File: src/rtl/ysyx_23060171_exec_seq.sv
// Multi-cycle fetch/execute sequencer for the ysyx_23060171 core: one commit per
// instruction, with optional LSU round trip and response timeouts that trap.
module ysyx_23060171_exec_seq #(
  parameter int TO_W   = 10,
  parameter int TO_MAX = 1000
) (
  input  logic        clk,
  input  logic        rst,
  input  logic [31:0] pc,
  output logic        ifu_req_valid,
  output logic [31:0] ifu_req_addr,
  input  logic        ifu_req_ready,
  input  logic        ifu_rsp_valid,
  input  logic [31:0] ifu_rsp_data,
  input  logic        ifu_rsp_err,
  output logic [31:0] inst,
  input  logic        is_mem,
  input  logic        is_load,
  input  logic        is_ebreak,
  input  logic        rf_wen_dec,
  output logic        lsu_req_valid,
  input  logic        lsu_req_ready,
  input  logic        lsu_rsp_valid,
  output logic        pc_we,
  output logic        rf_we,
  output logic [31:0] instret,
  output logic        halted,
  output logic        trap
);

  typedef enum logic [2:0] {
    S_IDLE     = 3'd0,
    S_FETCH    = 3'd1,
    S_WAIT_I   = 3'd2,
    S_EXEC     = 3'd3,
    S_MEM_REQ  = 3'd4,
    S_MEM_WAIT = 3'd5,
    S_HALT     = 3'd6,
    S_TRAP     = 3'd7
  } state_t;

  localparam logic [31:0]     NOP      = 32'h0000_0013;
  localparam logic [TO_W-1:0] TO_LIMIT = TO_W'(TO_MAX);
  localparam logic [TO_W-1:0] TO_SAT   = '1;

  state_t          state_q, state_d;
  logic [31:0]     inst_q, inst_d;
  logic [31:0]     instret_q, instret_d;
  logic [TO_W-1:0] to_cnt_q, to_cnt_d;
  logic            commit;
  logic [TO_W-1:0] to_cnt_inc;

  assign to_cnt_inc = (to_cnt_q == TO_SAT) ? to_cnt_q : to_cnt_q + TO_W'(1);

  always_comb begin
    state_d       = state_q;
    inst_d        = inst_q;
    to_cnt_d      = to_cnt_q;
    commit        = 1'b0;
    rf_we         = 1'b0;
    ifu_req_valid = 1'b0;
    lsu_req_valid = 1'b0;
    unique case (state_q)
      S_IDLE: state_d = S_FETCH;
      S_FETCH: begin
        ifu_req_valid = 1'b1;
        if (ifu_req_ready) begin
          state_d  = S_WAIT_I;
          to_cnt_d = '0;
        end
      end
      S_WAIT_I: begin
        // A response arriving in the same cycle the limit is reached still wins.
        if (ifu_rsp_valid) begin
          if (ifu_rsp_err) begin
            state_d = S_TRAP;
          end else begin
            inst_d  = ifu_rsp_data;
            state_d = S_EXEC;
          end
        end else if (to_cnt_q == TO_LIMIT) begin
          state_d = S_TRAP;
        end else begin
          to_cnt_d = to_cnt_inc;
        end
      end
      S_EXEC: begin
        if (is_ebreak) begin
          state_d = S_HALT;
        end else if (is_mem) begin
          state_d = S_MEM_REQ;
        end else begin
          commit  = 1'b1;
          rf_we   = rf_wen_dec;
          state_d = S_FETCH;
        end
      end
      S_MEM_REQ: begin
        lsu_req_valid = 1'b1;
        if (lsu_req_ready) begin
          state_d  = S_MEM_WAIT;
          to_cnt_d = '0;
        end
      end
      S_MEM_WAIT: begin
        if (lsu_rsp_valid) begin
          commit  = 1'b1;
          rf_we   = is_load & rf_wen_dec;
          state_d = S_FETCH;
        end else if (to_cnt_q == TO_LIMIT) begin
          state_d = S_TRAP;
        end else begin
          to_cnt_d = to_cnt_inc;
        end
      end
      S_HALT:  state_d = S_HALT;
      S_TRAP:  state_d = S_TRAP;
      default: state_d = S_IDLE;
    endcase
    pc_we     = commit;
    instret_d = commit ? instret_q + 32'd1 : instret_q;
  end

  always_ff @(posedge clk or posedge rst) begin
    if (rst) begin
      state_q   <= S_IDLE;
      inst_q    <= NOP;
      instret_q <= 32'd0;
      to_cnt_q  <= '0;
    end else begin
      state_q   <= state_d;
      inst_q    <= inst_d;
      instret_q <= instret_d;
      to_cnt_q  <= to_cnt_d;
    end
  end

  assign ifu_req_addr = pc;
  assign inst         = inst_q;
  assign instret      = instret_q;
  assign halted       = (state_q == S_HALT);
  assign trap         = (state_q == S_TRAP);

endmodule

File: config.mk
export PLATFORM = sky130hd
export DESIGN_NAME = ysyx_23060171_exec_seq
export DESIGN_NICKNAME = d
export VERILOG_FILES = /design/src/rtl/ysyx_23060171_exec_seq.sv
export SDC_FILE = /design/constraint.sdc
export NUM_CORES = 1
export LEC_CHECK = 0
export ABC_AREA = 1
export CAP_MARGIN = 40
export CORE_ASPECT_RATIO = 0.6
export CORE_MARGIN = 2
export CORE_UTILIZATION = 48
export DETAILED_ROUTE_END_ITERATION = 8
export GPL_TIMING_DRIVEN = 0
export PLACE_DENSITY = 0.87
export SYNTH_ARGS = -nofsm -noshare
export SYNTH_HDL_FRONTEND = slang
export SYNTH_SLANG_ARGS = --single-unit
export TNS_END_PERCENT = 5
File: constraint.sdc
create_clock -name clk -period 7.49 [get_ports clk]
set_input_delay 2.247 -clock clk [delete_from_list [all_inputs] [get_ports clk]]
set_output_delay 2.247 -clock clk [all_outputs]
set_load 0.02 [all_outputs]
==> results of run 1 <==
-- routing by layer --
layer | up-vias | global-route usage (%) | wire [um]
met1 | 1923 | 30.0 | 4830
met5 | - | 0 | 0
met4 | 0 | 8.48 | 184
li1 | 1947 | - | -
met2 | 194 | 40.1 | 5690
met3 | 18 | 7.61 | 1040
-- registers in the layout, indices dropped and copies added (netlist names) --
register / cells
to_cnt_q: 10
inst: 32
instret: 32
state_q: 3
-- placed cells by master (no fill, tap or decap), types with 3 or more instances in the layout --
master and instances:
nor3_1 4, o21ai_0 10, buf_4 32, clkbuf_16 9, buf_2 3, dfrtp_1 74
nand4_1 10, mux2_4 30, nand3_1 19, o21ai_2 10, nor2_2 6, inv_2 3
clkdlybuf4s50_1 144, nand2_1 170, nand3b_1 11, buf_6 8, nand2_2 8, inv_1 33
dfstp_2 3, nor2_1 54, xnor2_1 11, ha_1 3, xor2_1 6
-- final cells by class --
class,count,area share (%)
inverter,38,2.27
timing repair buffer,145,22.6
sequential,77,29.7
buffer,43,5.32
clock inverter,6,1.44
multi-input combinational,367,32.4
tap,130,2.50
clock buffer,10,3.68
-- how the worst max path moves through the flow --
stage	endpoint	slack [ns]	cells after the start
after floorplan	rf_we	2.13	6
after detailed placement	rf_we	1.10	7
after global routing	rf_we	1.02	7
after global placement	rf_we	1.11	7
final	rf_we	1.10	7
after CTS	rf_we	1.10	7
-- stage by stage --
step	setup slack [ns]	instances
6_report	1.10	816
5_1_grt	1.02	816
4_1_cts	1.10	816
3_5_place_dp	1.10	800
3_3_place_gp	1.11	799
2_1_floorplan	2.13	525
-- power by group --
part | internal [mW] | switching (mW) | total (mW)
logic | 0.399 | 0.399 | 0.798
registers | 0.525 | 0.0834 | 0.608
clock network | 0.304 | 0.178 | 0.482
total | 1.23 | 0.660 | 1.89
-- cells by family (layout without fill, tap and decap cells) --
logic type / after synthesis / count (layout) / share of synthesized area, %
buffers and inverters: 81 / 242 / 10.8
AO/OA/AOI/OAI: 24 / 24 / 3.62
XOR/XNOR: 17 / 17 / 3.29
multiplexers: 32 / 32 / 10.4
AND/OR/NAND/NOR: 291 / 291 / 28.4
flip-flops: 77 / 77 / 42.6
adder cells (fa/ha/maj): 3 / 3 / 0.829
==> results.md, run 1 <==
* Vias in the first global route at 4079
* CP Cell Sequence: clkdlybuf4s50_1 -> nand4_2 -> nand2_4 -> inv_4 -> buf_2 -> nor2_1 -> clkdlybuf4s50_1
* Total power at 1.89 mW
* Max Cap Violations at 0
* Total die area at 10300 um2
* Gr ovfl total at 0
* WHS Endpoint: inst[9]
* # H-tree levels at 3
* Worst-skew pair later-pin latency at 0.34 ns
* WS Path Type: in -> out
* Top-area cell type share of the netlist area at 40.9%
* Synth Cell Area at 4530 um2
* Critical-path top delay cell: clkdlybuf4s50_1
* Fin. Hold Viols at 0
* Crit Reg-Reg Endpoint: instret[30]
* Finish-stage setup viols at 0
* HP Class: reg -> reg
* DP HPWL at 8.88 mm
* Gr usage total at 24.2%
* CTS sink cnt at 77
* Power Density at 291 nW/um2
* Commonest cells in the netlist: 170 x nand2_1, 74 x dfrtp_1, 54 x nor2_1
* Setup Skew at 0.00655 ns
* CTS Hold Buffers Added at 0
* Global-route wire length before repair at 19.4 mm
* Core ar. at 9160 um2
* Number of post-CTS setup repair buffers at 0
* Post-layout util at 70.9%
* Synth cell types at 35
* Area grow syn2layout at 43.4%
* Layout cells sized above 1 at 19.2%
* Worst slew pin tran at 0.411 ns
* Most numerous cell in the Yosys netlist: nand2_1
* Max Fanout on Critical Path at 10
* Filler cells at 672
* Tcrit/Tclk final at 85.3%
* CP arrival at 4.14 ns
* #FFs+latches synth at 77
* Per-cell routed wire length at 14.4 um
* Total negative slack at 0 ns
* Final instance area at 6490 um2
* Crit. End Element: primary output
* Num rows at 27
* Vias per std cell at 5.00
* IO Port Bufs at 144
* Total Wirelength at 11.7 mm
* Initial Util at 49.5%
* Outcome: complete, no violations
* Final Hold Slack at 0.518 ns
* Gpl congestion at 0.900
* Hold path depth at 1
* Min-Delay Startpoint: inst[9]
* Layout Nets at 759
* CTS tree: yes
* P_leak at 3.02 nW
* VDD IR max at 217 uV
* First-pass DRT Iterations at 5
* Deepest clock path buffer count at 2
* Number of synthesized flops with an enable pin at 0
* Reg area at 1930 um2
* Largest stage delay on the critical path at 0.60 ns
* DIE HEIGHT at 79.2 um
* CTS root buf: clkbuf_16
* Area leader, netlist: dfrtp_1
* R2r setup slk at 5.81 ns
* CTS Buf Count at 9
* Largest net degree at the start of global routing at 47
* DP Area at 6160 um2
* Fmax at 0.156 GHz
* Initial antenna violation count at 0
* Mapped Cells at 525
* Post-Syn Nets at 603
* Main area contributors after synthesis: dfrtp_1 41%, nand2_1 14%, mux2_4 9.9%, buf_4 5.3%, nor2_1 4.5%
* Yosys warning count at 0
* Drt initial violations at 351
* Die Span X at 129 um
* Via count at 4082
* Synth Area per Inst at 8.62 um2
* Final Max Slew Viols at 0
* Relative slew slack at 72.6%
* Startpoint Class: input pin
* DRC Markers at 0
* Bufs and invs on worst path at 4
* Ys async rst share at 100%
* Reg-to-reg startpoint: instret[0]
* Area of the multi-input gates at 2110 um2
* Synth Flop Type: dfrtp_1
* PostCTS Resize Cnt at 0
* Diode count at 0
* Cell mode on critical path: clkdlybuf4s50_1
* Worst setup path startpoint: lsu_rsp_valid
* Clock transition at path regs at 0.06 ns
* FF-to-FF path depth at 10
* RSZ-0062 raised after global routing: false
* Final antenna-violating net count at 0
* Worst path required time at 5.24 ns
* Crit path time final at 6.39 ns
* Sequential share of the synthesized area at 42.6%
* Crit path max-delay family: buffers and inverters
* IO Pins at 177
Power figures use the tool's default switching activity.
==> run 2, diff against run 1 <==
CAP_MARGIN = default   (was 40)
==> run 2 against run 1 <==
Net effect: global-route usage unchanged; hold slack unchanged; via count unchanged; clock power about the same; register-to-register slack about the same; count of clock-buffer cells in the layout unchanged; die area unchanged; non-clock buffer count unchanged; sequential power about the same; sequential share of layout area unchanged; final cell count unchanged; utilization unchanged; largest cell class unchanged.
==> results.md, run 2 (synthesized netlist as in run 1, its figures left out) <==
* Outcome: complete, no violations (unchanged)
* Fmax at 0.156 GHz (unchanged)
* Vias per std cell at 5.00 (unchanged)
* CTS sink cnt at 77 (unchanged)
* PostCTS Resize Cnt at 0 (unchanged)
* Gr usage total at 24.2% (unchanged)
* Gpl congestion at 0.900 (unchanged)
* VDD IR max at 217 uV (unchanged)
* CTS root buf: clkbuf_16 (unchanged)
* Layout Nets at 759 (unchanged)
* IO Pins at 177 (unchanged)
* Drt initial violations at 351 (unchanged)
* Pre-CTS WS at 1.10 ns (unchanged)
* FF-to-FF path depth at 10 (unchanged)
* Comb power frac at 42.3% (about the same)
* Sequential share of power at 32.2% (about the same)
* Commonest non-fill, non-tap cell in the layout: nand2_1 (unchanged)
* Final Max Slew Viols at 0 (unchanged)
* Clock transition at path regs at 0.06 ns (about the same)
* Initial Util at 49.5% (unchanged)
* Hold path depth at 1 (unchanged)
* CTS tree: yes (unchanged)
* Clock network power share at 25.5% (about the same)
* Diode count at 0 (unchanged)
* Gr ovfl total at 0 (unchanged)
* Global-route wire length before repair at 19.4 mm (unchanged)
* Vias in the first global route at 4079 (unchanged)
* Total negative slack at 0 ns (unchanged)
* CP arrival at 4.14 ns (about the same)
* Net Sw Power at 660 uW (unchanged)
* WS Path Type: in -> out (unchanged)
* Crit path time final at 6.39 ns (unchanged)
* Worst slew pin tran at 0.411 ns (unchanged)
* Setup ws final at 1.10 ns (unchanged)
* Tcrit/Tclk final at 85.3% (unchanged)
* Internal power at 1.23 mW (unchanged)
* CTS Hold Buffers Added at 0 (unchanged)
* Max Fanout on Critical Path at 10 (unchanged)
* Fin. Hold Viols at 0 (unchanged)
* Power Density at 291 nW/um2 (unchanged)
* Relative slew slack at 72.6% (unchanged)
* Startpoint Class: input pin (unchanged)
* HP Class: reg -> reg (unchanged)
* Largest net degree at the start of global routing at 47 (unchanged)
* P_leak at 3.02 nW (unchanged)
* Crit. End Element: primary output (unchanged)
* Post-layout util at 70.9% (unchanged)
* Placed insts at 800 (unchanged)
* Worst-skew pair later-pin latency at 0.34 ns (about the same)
* Area grow syn2layout at 43.4% (unchanged)
* Initial antenna violation count at 0 (unchanged)
* Final antenna-violating net count at 0 (unchanged)
* Number of post-CTS setup repair buffers at 0 (unchanged)
* Setup Skew at 0.00655 ns (unchanged)
* RSZ-0062 raised after global routing: false (unchanged)
* Per-cell routed wire length at 14.4 um (unchanged)
* Most frequent cells in the layout: 170 x nand2_1, 144 x clkdlybuf4s50_1, 74 x dfrtp_1 (unchanged)
* Deepest clock path buffer count at 2 (unchanged)
* IO Port Bufs at 144 (unchanged)
* Switching portion of total power at 35.0% (unchanged)
* Non-Filler Instances at 816 (unchanged)
* Die Span X at 129 um (unchanged)
* Via count at 4082 (unchanged)
* CTS Buf Count at 9 (unchanged)
* Layout cells sized above 1 at 19.2% (unchanged)
* Num rows at 27 (unchanged)
* Max Cap Violations at 0 (unchanged)
* DP HPWL at 8.88 mm (unchanged)
* Total Wirelength at 11.7 mm (unchanged)
* Core ar. at 9160 um2 (unchanged)
* DIE HEIGHT at 79.2 um (unchanged)
* Worst path required time at 5.24 ns (about the same)
* Final Hold Slack at 0.518 ns (unchanged)
* First-pass DRT Iterations at 5 (unchanged)
* Finish-stage setup viols at 0 (unchanged)
* Total die area at 10300 um2 (unchanged)
* # H-tree levels at 3 (unchanged)
* DRC Markers at 0 (unchanged)
run 2: cell counts in the layout (fill, tap and decap cells not counted):
Identical to the previous run, type by type.
run 2: through the flow:
stage | total power [mW] | area (um2)
floorplan | 1.08 | 4530
global placement | 1.38 | 6130
detailed placement | 1.41 | 6160
CTS | 1.90 | 6490
global route | 1.98 | 6490
finish | 1.89 | 6490
run 2: worst paths after layout:
| kind | startpoint | to | slack (ns) |
|---|---|---|---|
| worst max-delay path | lsu_rsp_valid | rf_we | 1.10 |
| worst min-delay path | inst[9] | inst[9] | 0.52 |
| worst max register to register | instret[0] | instret[30] | 5.81 |
| worst min register to register | inst[9] | inst[9] | 0.52 |
| max in group asynchronous | rst | inst[1] | 4.62 |
| min in group asynchronous | rst | inst[19] | 2.26 |
run 2: layer usage:
metal  vias to the layer above  wire [um]  global-route usage [%]
met5                         -          0                       0
met4                         0        184                    8.48
met1                      1923       4830                    30.0
met2                       194       5690                    40.1
li1                       1947          -                       -
met3                        18       1040                    7.61
run 2: power by group through the flow:
| stage | combinational [mW] | clock (mW) | sequential [mW] |
|---|---|---|---|
| after floorplan | 0.368 | 0 | 0.709 |
| after CTS | 0.802 | 0.492 | 0.608 |
| final | 0.798 | 0.482 | 0.608 |
| after global placement | 0.776 | 0 | 0.606 |
| after global routing | 0.849 | 0.508 | 0.622 |
| after detailed placement | 0.799 | 0 | 0.607 |
run 2: layout make-up:
cell class	instances	area, um2
tap	130	163
sequential	77	1930
timing repair buffer	145	1470
multi-input combinational	367	2110
fill	672	2660
clock inverter	6	93.8
clock buffer	10	239
buffer	43	345
inverter	38	148
run 2: critical path: stages:
cell and delay, ns:
clkdlybuf4s50_1 0.50, nand4_2 0.18, nand2_4 0.20, inv_4 0.08, buf_2 0.21, nor2_1 0.12
clkdlybuf4s50_1 0.60
==> run 3, diff against run 2 <==
GPL_TIMING_DRIVEN = default   (was 0)
RECOVER_POWER = 50   (was default)
==> run 3 against run 2 <==
Net effect: combinational power fell by 17%; register-to-register slack got worse by 0.43 ns; first-iteration DRC count fell by 28%; total power fell by 10%; clock skew rose by 0.0064 ns; fmax fell by 2.7%; design area fell by 12%; via count fell by 8.0%; worst setup slack got worse by 0.18 ns; sequential power rose by 2%; final cell count fell by 9.2%; critical path type unchanged; largest cell class unchanged; highest routed layer unchanged.
==> results.md, run 3 (synthesized netlist as in run 1, its figures left out) <==
* Uppermost layer routed: met4 (unchanged)
* Startpoint Class: input pin (unchanged)
* Worst path required time at 5.24 ns (about the same)
* Gr usage total at 22.2% (was 24.2%)
* CP arrival at 4.32 ns (was 4.14 ns)
* Critical-path top delay cell: clkdlybuf4s50_1 (unchanged)
* Vias in the first global route at 3665 (was 4079)
* Worst-skew pair later-pin latency at 0.34 ns (about the same)
* Commonest non-fill, non-tap cell in the layout: nand2_1 (unchanged)
* Most frequent cells in the layout: 172 x nand2_1, 95 x clkdlybuf4s50_1, 74 x dfrtp_1 (was 170 x nand2_1, 144 x clkdlybuf4s50_1, 74 x dfrtp_1)
* IO Port Bufs at 112 (was 144)
* Crit. End Element: primary output (unchanged)
* CTS tree: yes (unchanged)
* Total negative slack at 0 ns (unchanged)
* Per-cell routed wire length at 14.5 um (was 14.4 um)
* Layout cells sized above 1 at 12.6% (was 19.2%)
* CTS Hold Buffers Added at 0 (unchanged)
* Largest net degree at the start of global routing at 78 (was 47)
* Cell mode on critical path: nor2_1 (was clkdlybuf4s50_1)
* Via count at 3754 (was 4082)
* Max Fanout on Critical Path at 27 (was 10)
* Met1 WL at 4.72 mm (was 4.83 mm)
* Clock transition at path regs at 0.07 ns (was 0.06 ns)
* Final antenna-violating net count at 0 (unchanged)
* # H-tree levels at 3 (unchanged)
* CTS Buf Count at 9 (unchanged)
* Crit path time final at 6.57 ns (was 6.39 ns)
* Finish-stage setup viols at 0 (unchanged)
* Diode count at 0 (unchanged)
* Bufs and invs on worst path at 3 (was 4)
* Total Wirelength at 10.8 mm (was 11.7 mm)
* CP Cell Sequence: dlygate4sd3_1 -> nor2_1 -> nand2_1 -> nand2_4 -> inv_4 -> nor2_1 -> clkdlybuf4s50_1 (was clkdlybuf4s50_1 -> nand4_2 -> nand2_4 -> inv_4 -> buf_2 -> nor2_1 -> clkdlybuf4s50_1)
* Initial antenna violation count at 0 (unchanged)
* Setup ws final at 0.918 ns (was 1.10 ns)
* Fmax at 0.152 GHz (was 0.156 GHz)
* Global-route wire length before repair at 17.7 mm (was 19.4 mm)
* IO Pins at 177 (unchanged)
* First-pass DRT Iterations at 5 (unchanged)
* DRC Markers at 0 (unchanged)
* CTS root buf: clkbuf_16 (unchanged)
* Deepest clock path buffer count at 2 (unchanged)
* Relative slew slack at 30.1% (was 72.6%)
* Met2 wire len at 4.98 mm (was 5.69 mm)
* RSZ-0062 raised after global routing: false (unchanged)
* Non-Filler Instances at 741 (was 816)
* Largest stage delay on the critical path at 0.60 ns (about the same)
* WS Path Type: in -> out (unchanged)
* Area grow syn2layout at 26.1% (was 43.4%)
* Core ar. at 9160 um2 (unchanged)
* Post-layout util at 62.3% (was 70.9%)
* Placed insts at 725 (was 800)
* DIE HEIGHT at 79.2 um (unchanged)
* Tcrit/Tclk final at 87.7% (was 85.3%)
* Worst slew pin tran at 1.04 ns (was 0.411 ns)
* Max Cap Violations at 0 (unchanged)
* Outcome: complete, no violations (unchanged)
* P_leak at 2.66 nW (was 3.02 nW)
* Setup Skew at 0.0130 ns (was 0.00655 ns)
* PostCTS Resize Cnt at 0 (unchanged)
* Gpl congestion at 0.885 (was 0.900)
* DR WL met3 at 939 um (was 1.04 mm)
* Crit path max-delay family: buffers and inverters (unchanged)
* Layout Nets at 684 (was 759)
* VDD IR max at 254 uV (was 217 uV)
* Final Max Slew Viols at 0 (unchanged)
* Pre-CTS WS at 1.05 ns (was 1.10 ns)
* DP HPWL at 7.95 mm (was 8.88 mm)
* HP Class: reg -> reg (unchanged)
* Gr ovfl total at 0 (unchanged)
* Power Density at 296 nW/um2 (was 291 nW/um2)
* CTS sink cnt at 77 (unchanged)
* Num rows at 27 (unchanged)
* Initial Util at 49.5% (unchanged)
* Number of post-CTS setup repair buffers at 0 (unchanged)
* R2r setup slk at 5.38 ns (was 5.81 ns)
* Die Span X at 129 um (unchanged)
* Total die area at 10300 um2 (unchanged)
* Vias per std cell at 5.07 (was 5.00)
* Fin. Hold Viols at 0 (unchanged)
* Drt initial violations at 252 (was 351)
-- run 3: cell count changes in the layout (fill, tap and decap cells not counted), sizes merged --
cell	previous run	this run
buf	44	1
clkinv	1	5
dlygate4sd3	0	17
clkdlybuf4s50	144	95
clkinvlp	1	2
inv	40	38
clkbuf	10	9
bufinv	2	0
-- run 3: layer usage --
layer | up-vias | track usage, %
met3 | 12 | 8.49
met5 | - | 0
met4 | 0 | 7.50
met2 | 163 | 34.8
met1 | 1789 | 28.1
li1 | 1790 | -
-- run 3: final cells by class --
| cell class | count | area [um2] |
|---|---|---|
| fill | 742 | 3450 |
| multi-input combinational | 367 | 2060 |
| sequential | 77 | 1930 |
| timing repair buffer | 113 | 1130 |
| clock buffer | 9 | 225 |
| tap | 130 | 163 |
| inverter | 38 | 145 |
| clock inverter | 7 | 51.3 |
-- run 3: power breakdown --
group | leakage [nW] | switching (mW) | internal [mW]
logic | 1.51 | 0.341 | 0.325
registers | 1.02 | 0.0968 | 0.524
clock network | 0.132 | 0.178 | 0.225
-- run 3: stage by stage --
stage	power, mW	cell area (um2)	hold WS [ns]
after CTS	1.73	5750	0.518
final	1.69	5710	0.510
after detailed placement	1.32	5470	0.495
after global placement	1.30	5470	0.497
after global routing	1.78	5710	0.529
after floorplan	1.08	4530	0.498
-- run 3: worst paths after layout --
check | startpoint | end | cells after the start
max in group asynchronous | rst | instret[2] | 3
hold reg to reg | inst[30] | inst[30] | 1
hold / removal | inst[30] | inst[30] | 1
setup / recovery | is_ebreak | rf_we | 7
min in group asynchronous | rst | inst[2] | 3
setup reg to reg | state_q[0] | inst[31] | 5
